### src/rtl/pi_bus_pkg.sv
// Shared types and constants for the N64 PI bus initiator (pi_bus_master).
package pi_bus_pkg;

    localparam int unsigned ADDR_W      = 32;
    localparam int unsigned HW_W        = 16;
    localparam int unsigned LEN_W       = 8;
    localparam int unsigned CFG_W       = 8;
    localparam int unsigned CFG_MAX     = 255;
    localparam int unsigned MIN_STROBE  = 3;
    localparam int unsigned ADDR_HI_LSB = 16;
    // Halfword-aligned bus address: bit 0 never reaches the AD bus.
    localparam logic [ADDR_W-1:0] ADDR_HW_MASK = 32'hFFFF_FFFE;

    typedef enum logic [2:0] {
        ST_IDLE,
        ST_ADDR_HI,
        ST_ADDR_LO,
        ST_SETTLE,
        ST_STROBE,
        ST_RELEASE
    } pi_state_e;

    typedef struct packed {
        logic              write;
        logic [ADDR_W-1:0] addr;
    } pi_req_t;

    function automatic int unsigned max2(input int unsigned a, input int unsigned b);
        return (a > b) ? a : b;
    endfunction

    function automatic logic [CFG_W-1:0] clamp_strobe(input logic [CFG_W-1:0] v);
        return (v < CFG_W'(MIN_STROBE)) ? CFG_W'(MIN_STROBE) : v;
    endfunction

endpackage

### src/rtl/pi_phase_timer.sv
// Loadable down-counter shared by every PI bus phase; done_c marks the last cycle of a phase.
module pi_phase_timer #(
    parameter int unsigned W = 4
) (
    input  logic         clk,
    input  logic         cold_reset,
    input  logic         load,
    input  logic [W-1:0] load_val,
    output logic         done_c,
    output logic         almost_c
);

    logic [W-1:0] cnt;

    // A load of N yields N cycles with the final one flagged by done_c; holds at zero.
    always_ff @(posedge clk or negedge cold_reset) begin
        if (!cold_reset) begin
            cnt <= '0;
        end else if (load) begin
            cnt <= load_val - W'(1);
        end else if (cnt != '0) begin
            cnt <= cnt - W'(1);
        end
    end

    assign done_c   = (cnt == '0);
    assign almost_c = (cnt <= W'(1));

endmodule

### src/rtl/pi_bus_master.sv
// N64 PI bus initiator: ALEH/ALEL address phases then READ/WRITE halfword strobes.
// Optional macro PI_TIMING_CFG_EN adds per-burst cfg_pulse/cfg_release timing inputs.
module pi_bus_master
    import pi_bus_pkg::*;
#(
    parameter int unsigned T_ALE     = 4,
    parameter int unsigned T_SETTLE  = 4,
    parameter int unsigned T_PULSE   = 6,
    parameter int unsigned T_RELEASE = 4
) (
    input  logic              clk,
    input  logic              cold_reset,
    input  logic              req_valid,
    output logic              req_ready,
    input  logic              req_write,
    input  logic [ADDR_W-1:0] req_addr,
    input  logic [LEN_W-1:0]  req_len,
    input  logic [HW_W-1:0]   wr_data,
    input  logic              wr_valid,
    output logic              wr_ready,
    output logic [HW_W-1:0]   rd_data,
    output logic              rd_valid,
    output logic              busy,
    input  logic [HW_W-1:0]   ad_in,
`ifdef PI_TIMING_CFG_EN
    input  logic [CFG_W-1:0]  cfg_pulse,
    input  logic [CFG_W-1:0]  cfg_release,
`endif
    output logic [HW_W-1:0]   ad_out,
    output logic              ad_oe,
    output logic              aleh,
    output logic              alel,
    output logic              read_n,
    output logic              write_n
);

    localparam int unsigned PULSE_DEF = max2(T_PULSE, MIN_STROBE);
    localparam int unsigned REL_DEF   = max2(T_RELEASE, MIN_STROBE);
    localparam int unsigned T_MAX     = max2(max2(T_ALE, T_SETTLE), max2(PULSE_DEF, REL_DEF));
`ifdef PI_TIMING_CFG_EN
    localparam int unsigned CNT_W     = $clog2(max2(T_MAX, CFG_MAX)) + 1;
`else
    localparam int unsigned CNT_W     = $clog2(T_MAX) + 1;
`endif

    pi_state_e        state_q, state_d;
    pi_req_t          req_q, req_d;
    logic [LEN_W-1:0] rem_q, rem_d;
    logic [HW_W-1:0]  wdata_q, wdata_d;
    logic [CNT_W-1:0] pulse_len, rel_len, tmr_val;
    logic             tmr_load, tmr_done_c, tmr_almost_c, nxt_done;
    logic             accept_c, take_c;
    logic             aleh_d, alel_d, read_n_d, write_n_d, ad_oe_d, wr_ready_d, rd_valid_d;
    logic [HW_W-1:0]  ad_out_d;

    assign accept_c = req_valid && req_ready;
    assign take_c   = wr_valid && wr_ready;

`ifdef PI_TIMING_CFG_EN
    logic [CNT_W-1:0] pulse_q, rel_q;

    // Strobe timing is frozen at request acceptance for the whole burst.
    always_ff @(posedge clk or negedge cold_reset) begin
        if (!cold_reset) begin
            pulse_q <= CNT_W'(PULSE_DEF);
            rel_q   <= CNT_W'(REL_DEF);
        end else if (accept_c) begin
            pulse_q <= CNT_W'(clamp_strobe(cfg_pulse));
            rel_q   <= CNT_W'(clamp_strobe(cfg_release));
        end
    end

    assign pulse_len = pulse_q;
    assign rel_len   = rel_q;
`else
    assign pulse_len = CNT_W'(PULSE_DEF);
    assign rel_len   = CNT_W'(REL_DEF);
`endif

    pi_phase_timer #(.W(CNT_W)) u_timer (
        .clk        (clk),
        .cold_reset (cold_reset),
        .load       (tmr_load),
        .load_val   (tmr_val),
        .done_c     (tmr_done_c),
        .almost_c   (tmr_almost_c)
    );

    // Next state, then next values of the registered bus outputs for that state.
    always_comb begin
        state_d    = state_q;
        req_d      = req_q;
        rem_d      = rem_q;
        wdata_d    = wdata_q;
        tmr_val    = '0;
        aleh_d     = 1'b0;
        alel_d     = 1'b0;
        read_n_d   = 1'b1;
        write_n_d  = 1'b1;
        ad_oe_d    = 1'b0;
        ad_out_d   = '0;
        wr_ready_d = 1'b0;
        rd_valid_d = (state_q == ST_STROBE) && !req_q.write && tmr_done_c;

        case (state_q)
            ST_IDLE: begin
                if (accept_c) begin
                    req_d.write = req_write;
                    req_d.addr  = req_addr & ADDR_HW_MASK;
                    rem_d       = req_len;
                    state_d     = ST_ADDR_HI;
                end
            end
            ST_ADDR_HI: if (tmr_done_c) state_d = ST_ADDR_LO;
            ST_ADDR_LO: if (tmr_done_c) state_d = ST_SETTLE;
            ST_SETTLE: begin
                if (tmr_done_c && (!req_q.write || take_c)) state_d = ST_STROBE;
            end
            ST_STROBE: if (tmr_done_c) state_d = ST_RELEASE;
            ST_RELEASE: begin
                if (tmr_done_c) begin
                    if (rem_q == '0) begin
                        state_d = ST_IDLE;
                    end else if (!req_q.write || take_c) begin
                        rem_d   = rem_q - LEN_W'(1);
                        state_d = ST_STROBE;
                    end
                end
            end
            default: state_d = ST_IDLE;
        endcase

        if (take_c) wdata_d = wr_data;

        tmr_load = (state_d != state_q);
        case (state_d)
            ST_ADDR_HI, ST_ADDR_LO: tmr_val = CNT_W'(T_ALE);
            ST_SETTLE:              tmr_val = CNT_W'(T_SETTLE);
            ST_STROBE:              tmr_val = pulse_len;
            ST_RELEASE:             tmr_val = rel_len;
            default:                tmr_val = '0;
        endcase
        // Predicts whether the coming cycle is the last of its phase, so wr_ready lands on it.
        nxt_done = tmr_load ? (tmr_val <= CNT_W'(1)) : tmr_almost_c;

        case (state_d)
            ST_ADDR_HI: begin
                aleh_d   = 1'b1;
                alel_d   = 1'b1;
                ad_oe_d  = 1'b1;
                ad_out_d = req_d.addr[ADDR_W-1:ADDR_HI_LSB];
            end
            ST_ADDR_LO: begin
                alel_d   = 1'b1;
                ad_oe_d  = 1'b1;
                ad_out_d = req_d.addr[ADDR_HI_LSB-1:0];
            end
            ST_SETTLE: wr_ready_d = req_d.write && nxt_done;
            ST_STROBE: begin
                if (req_d.write) begin
                    write_n_d = 1'b0;
                    ad_oe_d   = 1'b1;
                    ad_out_d  = wdata_d;
                end else begin
                    read_n_d  = 1'b0;
                end
            end
            ST_RELEASE: begin
                if (req_d.write) begin
                    if (state_q == ST_STROBE) begin
                        ad_oe_d  = 1'b1;
                        ad_out_d = wdata_q;
                    end
                    wr_ready_d = nxt_done && (rem_d != '0);
                end
            end
            default: ;
        endcase
    end

    always_ff @(posedge clk or negedge cold_reset) begin
        if (!cold_reset) begin
            state_q   <= ST_IDLE;
            req_q     <= '0;
            rem_q     <= '0;
            wdata_q   <= '0;
            aleh      <= 1'b0;
            alel      <= 1'b0;
            read_n    <= 1'b1;
            write_n   <= 1'b1;
            ad_oe     <= 1'b0;
            ad_out    <= '0;
            req_ready <= 1'b1;
            busy      <= 1'b0;
            rd_valid  <= 1'b0;
            wr_ready  <= 1'b0;
            rd_data   <= '0;
        end else begin
            state_q   <= state_d;
            req_q     <= req_d;
            rem_q     <= rem_d;
            wdata_q   <= wdata_d;
            aleh      <= aleh_d;
            alel      <= alel_d;
            read_n    <= read_n_d;
            write_n   <= write_n_d;
            ad_oe     <= ad_oe_d;
            ad_out    <= ad_out_d;
            req_ready <= (state_d == ST_IDLE);
            busy      <= (state_d != ST_IDLE);
            rd_valid  <= rd_valid_d;
            wr_ready  <= wr_ready_d;
            if (rd_valid_d) rd_data <= ad_in;
        end
    end

endmodule

### config.mk
export PLATFORM = sky130hd
export DESIGN_NAME = pi_bus_master
export DESIGN_NICKNAME = d
export VERILOG_FILES = /design/src/rtl/pi_bus_pkg.sv /design/src/rtl/pi_phase_timer.sv /design/src/rtl/pi_bus_master.sv
export SDC_FILE = /design/constraint.sdc
export NUM_CORES = 1
export LEC_CHECK = 0
export ABC_AREA = 0
export ABC_CLOCK_PERIOD_IN_PS = 2500
export CAP_MARGIN = 10
export CORE_AREA = 2 2 102 104
export CTS_BUF_LIST = sky130_fd_sc_hd__clkbuf_16
export CTS_CLUSTER_SIZE = 30
export DETAILED_ROUTE_END_ITERATION = 8
export DIE_AREA = 0 0 104 106
export PLACE_DENSITY_LB_ADDON = 0.08
export SYNTH_ARGS = -nofsm -noshare
export SYNTH_HDL_FRONTEND = slang
export SYNTH_SLANG_ARGS = --single-unit
export TNS_END_PERCENT = 5
### constraint.sdc
create_clock -name clk -period 2.5 [get_ports clk]
set_input_delay 0.25 -clock clk [delete_from_list [all_inputs] [get_ports clk]]
set_output_delay 0.25 -clock clk [all_outputs]
set_load 0.02 [all_outputs]
* Word level (Yosys, flattened, before mapping)
Cells that the tools add are included.
** Word-level totals
- Bits in registers :: 105
- Bits in latches :: 0
- RAM bits :: 0
- Memory bits (read-only) :: 0
- Bits of input ports :: 77
- Output and inout port bits :: 41
- Memories kept :: 0
** Operators by class
- Add/sub/neg operators :: 3
- Multipliers :: 0
- Div/mod/pow operators :: 0
- Magnitude comparators :: 2
- Equality and inequality tests :: 11
- Shift-type cells :: 0
- Mux-type cells :: 36
- Bitwise logic cells :: 0
- Reduce and logical (&&, ||, !) cells :: 19
** Operator list (count)
- $mux 33 :: 2
- $mux 16 :: 4
- $pmux 16 s4 :: 1
- $mux 8 :: 4
- $mux 3 :: 8
- $pmux 3 s6 :: 1
- $pmux 8 s2 :: 1
- $eq 3x2->1 const B :: 4
- $eq 3x3->1 const B :: 4
- $mux 1 :: 10
- $le 4x1->1 const B :: 2
- $logic_not 8->1 :: 1
- $mux 4 :: 2
- $reduce_bool 8->1 :: 1
- $sub 8x1->8 const B :: 1
- $logic_and 1x1->1 :: 7
- $eq 3x1->1 const B :: 2
- $logic_not 3->1 :: 2
- $pmux 3 s2 :: 1
- $logic_not 4->1 :: 1
- $reduce_bool 4->1 :: 1
- $reduce_or 4->1 :: 1
- $sub 3x1->4 const B :: 1
- $sub 4x1->4 const B :: 1
- 8 further kinds :: 8

* Depth between registers and ports, before layout
- Depth after elaboration :: 14
- Depth in mapped cells :: 11
- Depth with buffers taken out :: 8

* Modules after synthesis
Synthesis repeated with hierarchy kept, for this count alone.
** Unflattened totals
- Cell total of the unflattened synthesis :: 441
- Area, all modules :: 4855.9 um2
** By module, submodules not included
- pi_bus_master :: times used 1, cells an instance 410, area an instance 4549.4 um2, seq. area each 2531.2 um2
- pi_phase_timer :: times used 1, cells an instance 31, area an instance 306.5 um2, seq. area each 100.1 um2

* Worst setup path before layout
No wires, ideal clock.
- Kind :: flip-flop to flip-flop
- From :: register req_ready
- To :: register ad_out[12]
- Arrival time :: 2.293 ns
- Data required time :: 2.366 ns
- Setup slack :: 0.073 ns
- Cell stages (with the launch flop) :: 10
- Buffers on the path :: 3
- Clock period less this slack :: 2.427 ns
- Path through :: dfstp_2 and4bb_1 and2_1 clkbuf_1 mux2_2 nor2b_1 buf_2 buf_4 a22oi_1 o221ai_2
** RTL lines
- start: declaration :: line pi_bus_master.sv:14 : output logic req_ready,
- start signal: assignment :: line pi_bus_master.sv:209 : req_ready <= (state_d == ST_IDLE);
- end signal: assignment :: line pi_bus_master.sv:208 : ad_out <= ad_out_d;
- end: declaration :: line pi_bus_master.sv:29 : output logic [HW_W-1:0] ad_out,

* Final worst setup path
- From :: register u_timer.cnt[1]
- To :: register ad_out[4]
** Between the ends
- Word-level cells in the longest chain between the ends :: 6
- Elaborated cells on any way between the ends :: 13
- Classes of those cells :: 4 x eq/ne; 7 x mux; 2 x reduce/logical
** Ends and longest elaborated chain
- start: declaration :: line pi_phase_timer.sv:13 : logic [W-1:0] cnt;
- start signal: assignment :: line pi_phase_timer.sv:20 : cnt <= load_val - W'(1);
- start signal: assignment :: line pi_phase_timer.sv:22 : cnt <= cnt - W'(1);
- $logic_not 4->1 (*) :: line pi_phase_timer.sv:26 : assign done_c = (cnt == '0);
- $logic_and 1x1->1 :: line pi_bus_master.sv:117 : if (tmr_done_c && (!req_q.write || take_c)) state_d = ST_STROBE;
- $mux 3 :: line pi_bus_master.sv:117
- $pmux 3 s6 (*) :: line pi_bus_master.sv:105 : case (state_q)
- named net state_d[1] :: line pi_bus_master.sv:46 : pi_state_e state_q, state_d;
- $eq 3x3->1 (tied with other cells) :: line pi_bus_master.sv:146 : case (state_d)
- $pmux 16 s4 (*) :: line pi_bus_master.sv:146
- named net ad_out_d[4] :: line pi_bus_master.sv:54 : logic [HW_W-1:0] ad_out_d;
Mark *: on every way through the listed nets, which the timed path passes. The rest lies on a longest branch.
A chain may end at the register's enable or synchronous reset.

==> metrics.md <==
| Metric | Value |
|---|---|
| Top achievable clock speed | ~0.42 GHz |
| Largest net degree at the start of global routing | 45 |
| Global routing's busiest layer | met2 |
| Critical Path Stages | 9 |
| CP cell instances | inv_2, ha_4, or3b_4, o31ai_4, a21oi_2, nand4b_4, nand2b_4, buf_12, o221ai_1 |
| Largest delay share family, worst path | simple AND/OR/NAND/NOR gates |
| Clk buf depth | 2 |
| Most used flip-flop cell after synthesis | dfrtp_1 |
| Clock skew | roughly 10 ps |
| CP max stage delay | around 470 ps |
| Initial DRC Count | ~170 |
| Clk Tree Root Cell | clkbuf_16 |
| Number of diodes | 0 |
| Critical path class | flip-flop to flip-flop |
| Hold_ws | 418 ps |
| Via count of the first global-routing pass | between 3000 and 4000 |
| Final layout net count | approximately 650 |
| # rows | 37 |
| All-Layer GR Usage | roughly 23% |
| Worst path slowest cell | or3b_4 |
| Worst Setup SP | u_timer.cnt[1]$_DFFE_PN0P_ |
| Worst setup SP type | flip-flop |
| Worst slew pin tran | around 510 ps |
| H-tree depth | 3 |
| Fin. Hold Viols | 0 |
| GPL Wtd Cong | 0.905 |
| Mapped Cells | 416 |
| Crit path buf inv count | 2 |
| RSZ-0062 raised after global routing | false |
| Met3 Track Usage GR | 7.36% |
| GR Layer Usage met1 | between 20% and 30% |
| Die H | between 100 and 150 um |
| Ys async rst share | between 90% and 100% |
| Endpoint class of the critical path | flip-flop |
| Initial antenna violation count | 0 |
| Fin crit share | 94.4% |
| Placed insts | ~700 |
| Sequential element share of the synthesized area | between 50% and 60% |
| Clk_lat worst skew | about 350 ps |
| Met2 Usage GRT | between 30% and 40% |
| Synth top cells by count | 102 x dfrtp_1, 59 x nand2_1, 41 x inv_1 |
| TritonCTS buffer count | 9 |
| DRT Pass-1 Iters | 4 |
| Total number of vias | around 3700 |
| R2R Path Start | u_timer.cnt[1]$_DFFE_PN0P_ |
| CP arrival | between 2000 and 3000 ps |
| Syn nets | between 400 and 500 |
| Reg2Reg Depth | 9 |
| Synth warn | 0 |
| Horiz. Die Dim | 104 um |
| Worst-path clk slew | approximately 70 ps |
| Critical Path RT | 2760 ps |
| Antenna Violating Nets Remaining | 0 |
| Final setup vio count | 0 |
| Critical path endpoint | ad_out[4]$_DFF_PN0_ |
| Maximum vdd drop | ~0.49 mV |
| Routed WL | 11900 um |
| First-pass GRT wire length | ~20000 um |
| Setup TNS | 0 ps |
| Cell variety after synth | between 70 and 80 |
| Most frequent cell after synthesis | dfrtp_1 |
| HPWL Detailed | 8420 um |
| Via density | about 5.3 |
| Synth Cell Area | 0.00484 mm2 |
| Dominant cells by area after synthesis | dfrtp_1 53%, mux2i_1 6.4%, nand2_1 4.6%, mux2_2 4.0%, inv_1 3.2% |
| I/O Buffers | ~120 |
| Core Region | between 0.009 and 0.01 mm2 |
| Crit path max fanout | 14 |
| #FFs+latches synth | approximately 110 |
| Routed length per instance | roughly 17 um |
| Syn avg cell area | 11.6 um2 |
| Minimum clock period | about 2400 ps |
| Hold WC Path Type | primary input to async pin |
| Max-Cap Viols | 0 |
| Initial core utilization | approximately half |
| Max-slew violations | 0 |
| # IOs | 118 |
| CTS tree | done |
| Die area | roughly 0.011 mm2 |
| Synthesis-to-finish area growth | 39.5% |
| Slew HR | about 66% |
| Finished Layout Cells | 705 |
| Cell taking the most area after synthesis | dfrtp_1 |
| Leak | ~3.3 nW |
| EDFF count, synth | 0 |
| Cell Pwr Density | roughly 480 mW/mm2 |
| Drt drc | 0 |
| Clock Sinks | between 100 and 150 |
| Status | complete, no violations |
| Fin util | 67.5% |
| R2R Path End | ad_out[4]$_DFF_PN0_ |
| GRT Residual Overflow | 0 |
| Area fraction of the dominant cell type after synthesis | a little over half |
| Share of layout cells above drive strength 1 | 20.0% |
| Reg-to-reg setup timing slack | around 140 ps |
how the worst min path moves through the flow:
stage | start | end | slack, ps | depth (start not counted)
finish | cold_reset | rd_data[1]$_DFFE_PN0P_ | 420 | 2
detailed placement | cold_reset | busy$_DFF_PN0_ | 260 | 1
floorplan | cold_reset | ad_oe$_DFF_PN0_ | -50 | 0
CTS | cold_reset | state_q[2]$_DFF_PN0_ | 430 | 2
global placement | cold_reset | busy$_DFF_PN0_ | 250 | 1
global route | req_addr[31] | req_q[31]$_DFF_PN0_ | 440 | 3
cell type report:
cell class / count / area (um2)
Clock buffer: 9 / 225
Clock inverter: 6 / 40.0
Fill cell: 822 / 3250
Inverter: 43 / 161
Multi-Input combinational cell: 247 / 2000
Sequential cell: 105 / 2630
Tap cell: 136 / 170
Timing Repair Buffer: 159 / 1530
logic make-up (layout without fill, tap and decap cells):
group | count (synthesis) | after routing | synth area share (%)
and+or+nand+nor | 108 | 108 | 12.3
muxes | 49 | 49 | 10.6
AOI/OAI and AO/OA | 82 | 82 | 14.8
xor gates and xnor gates | 3 | 3 | 0.543
DFF | 105 | 105 | 54.4
buffers and inverters | 64 | 217 | 6.03
adders and majority gates | 5 | 5 | 1.27
registers in the layout (all words and copies together) (netlist names), 3 cells and up:
name / count
ad_out: 16
wdata_q: 16
rem_q: 8
u_timer.cnt: 4
req_q: 33
rd_data: 16
state_q: 3
stage by stage:
stage	total power [mW]	instance area (um2)	setup slack (ps)
CTS	3.27	6670	14.9
detailed placement	1.97	6360	-107
floorplan	1.78	4840	72.6
global route	3.35	6750	6.58
finish	3.23	6750	141
global placement	1.97	6360	-27.0
cells in the final DEF, fill, tap and decap left out, drive strengths merged, types with 4 or more instances in the layout:
| master | count |
|---|---|
| nor2 | 8 |
| clkbuf | 9 |
| a21oi | 7 |
| inv | 45 |
| o21ai | 9 |
| nor4 | 4 |
| a31oi | 4 |
| nand2 | 59 |
| buf | 43 |
| nand3 | 6 |
| o221ai | 17 |
| clkdlybuf4s50 | 115 |
| mux2 | 18 |
| ha | 4 |
| dfrtp | 102 |
| nor3 | 6 |
| a22oi | 16 |
| mux2i | 31 |
what timing repair did:
| item | 4_1_cts | 5_1_grt |
|---|---|---|
| resized for setup | 5 | 11 |
| pin swaps | 0 | 2 |
| setup buffers | 0 | 4 |
| endpoints found under the setup margin | 16 | 24 |
| hold endpoints to repair | 36 | 0 |
| hold buffers | 1 | 0 |
power breakdown:
part,switching [mW],total (mW),internal [mW]
registers,0.00635,1.72,1.71
logic,0.0762,0.215,0.139
clock network,0.628,1.30,0.670
total,0.710,3.23,2.52
routing by layer:
layer	vias up	share of wire, %
li1	1775	-
met1	1824	42
met2	100	50
met3	13	5.4
met4	0	1.7
met5	-	0
Power figures use the tool's default switching activity.
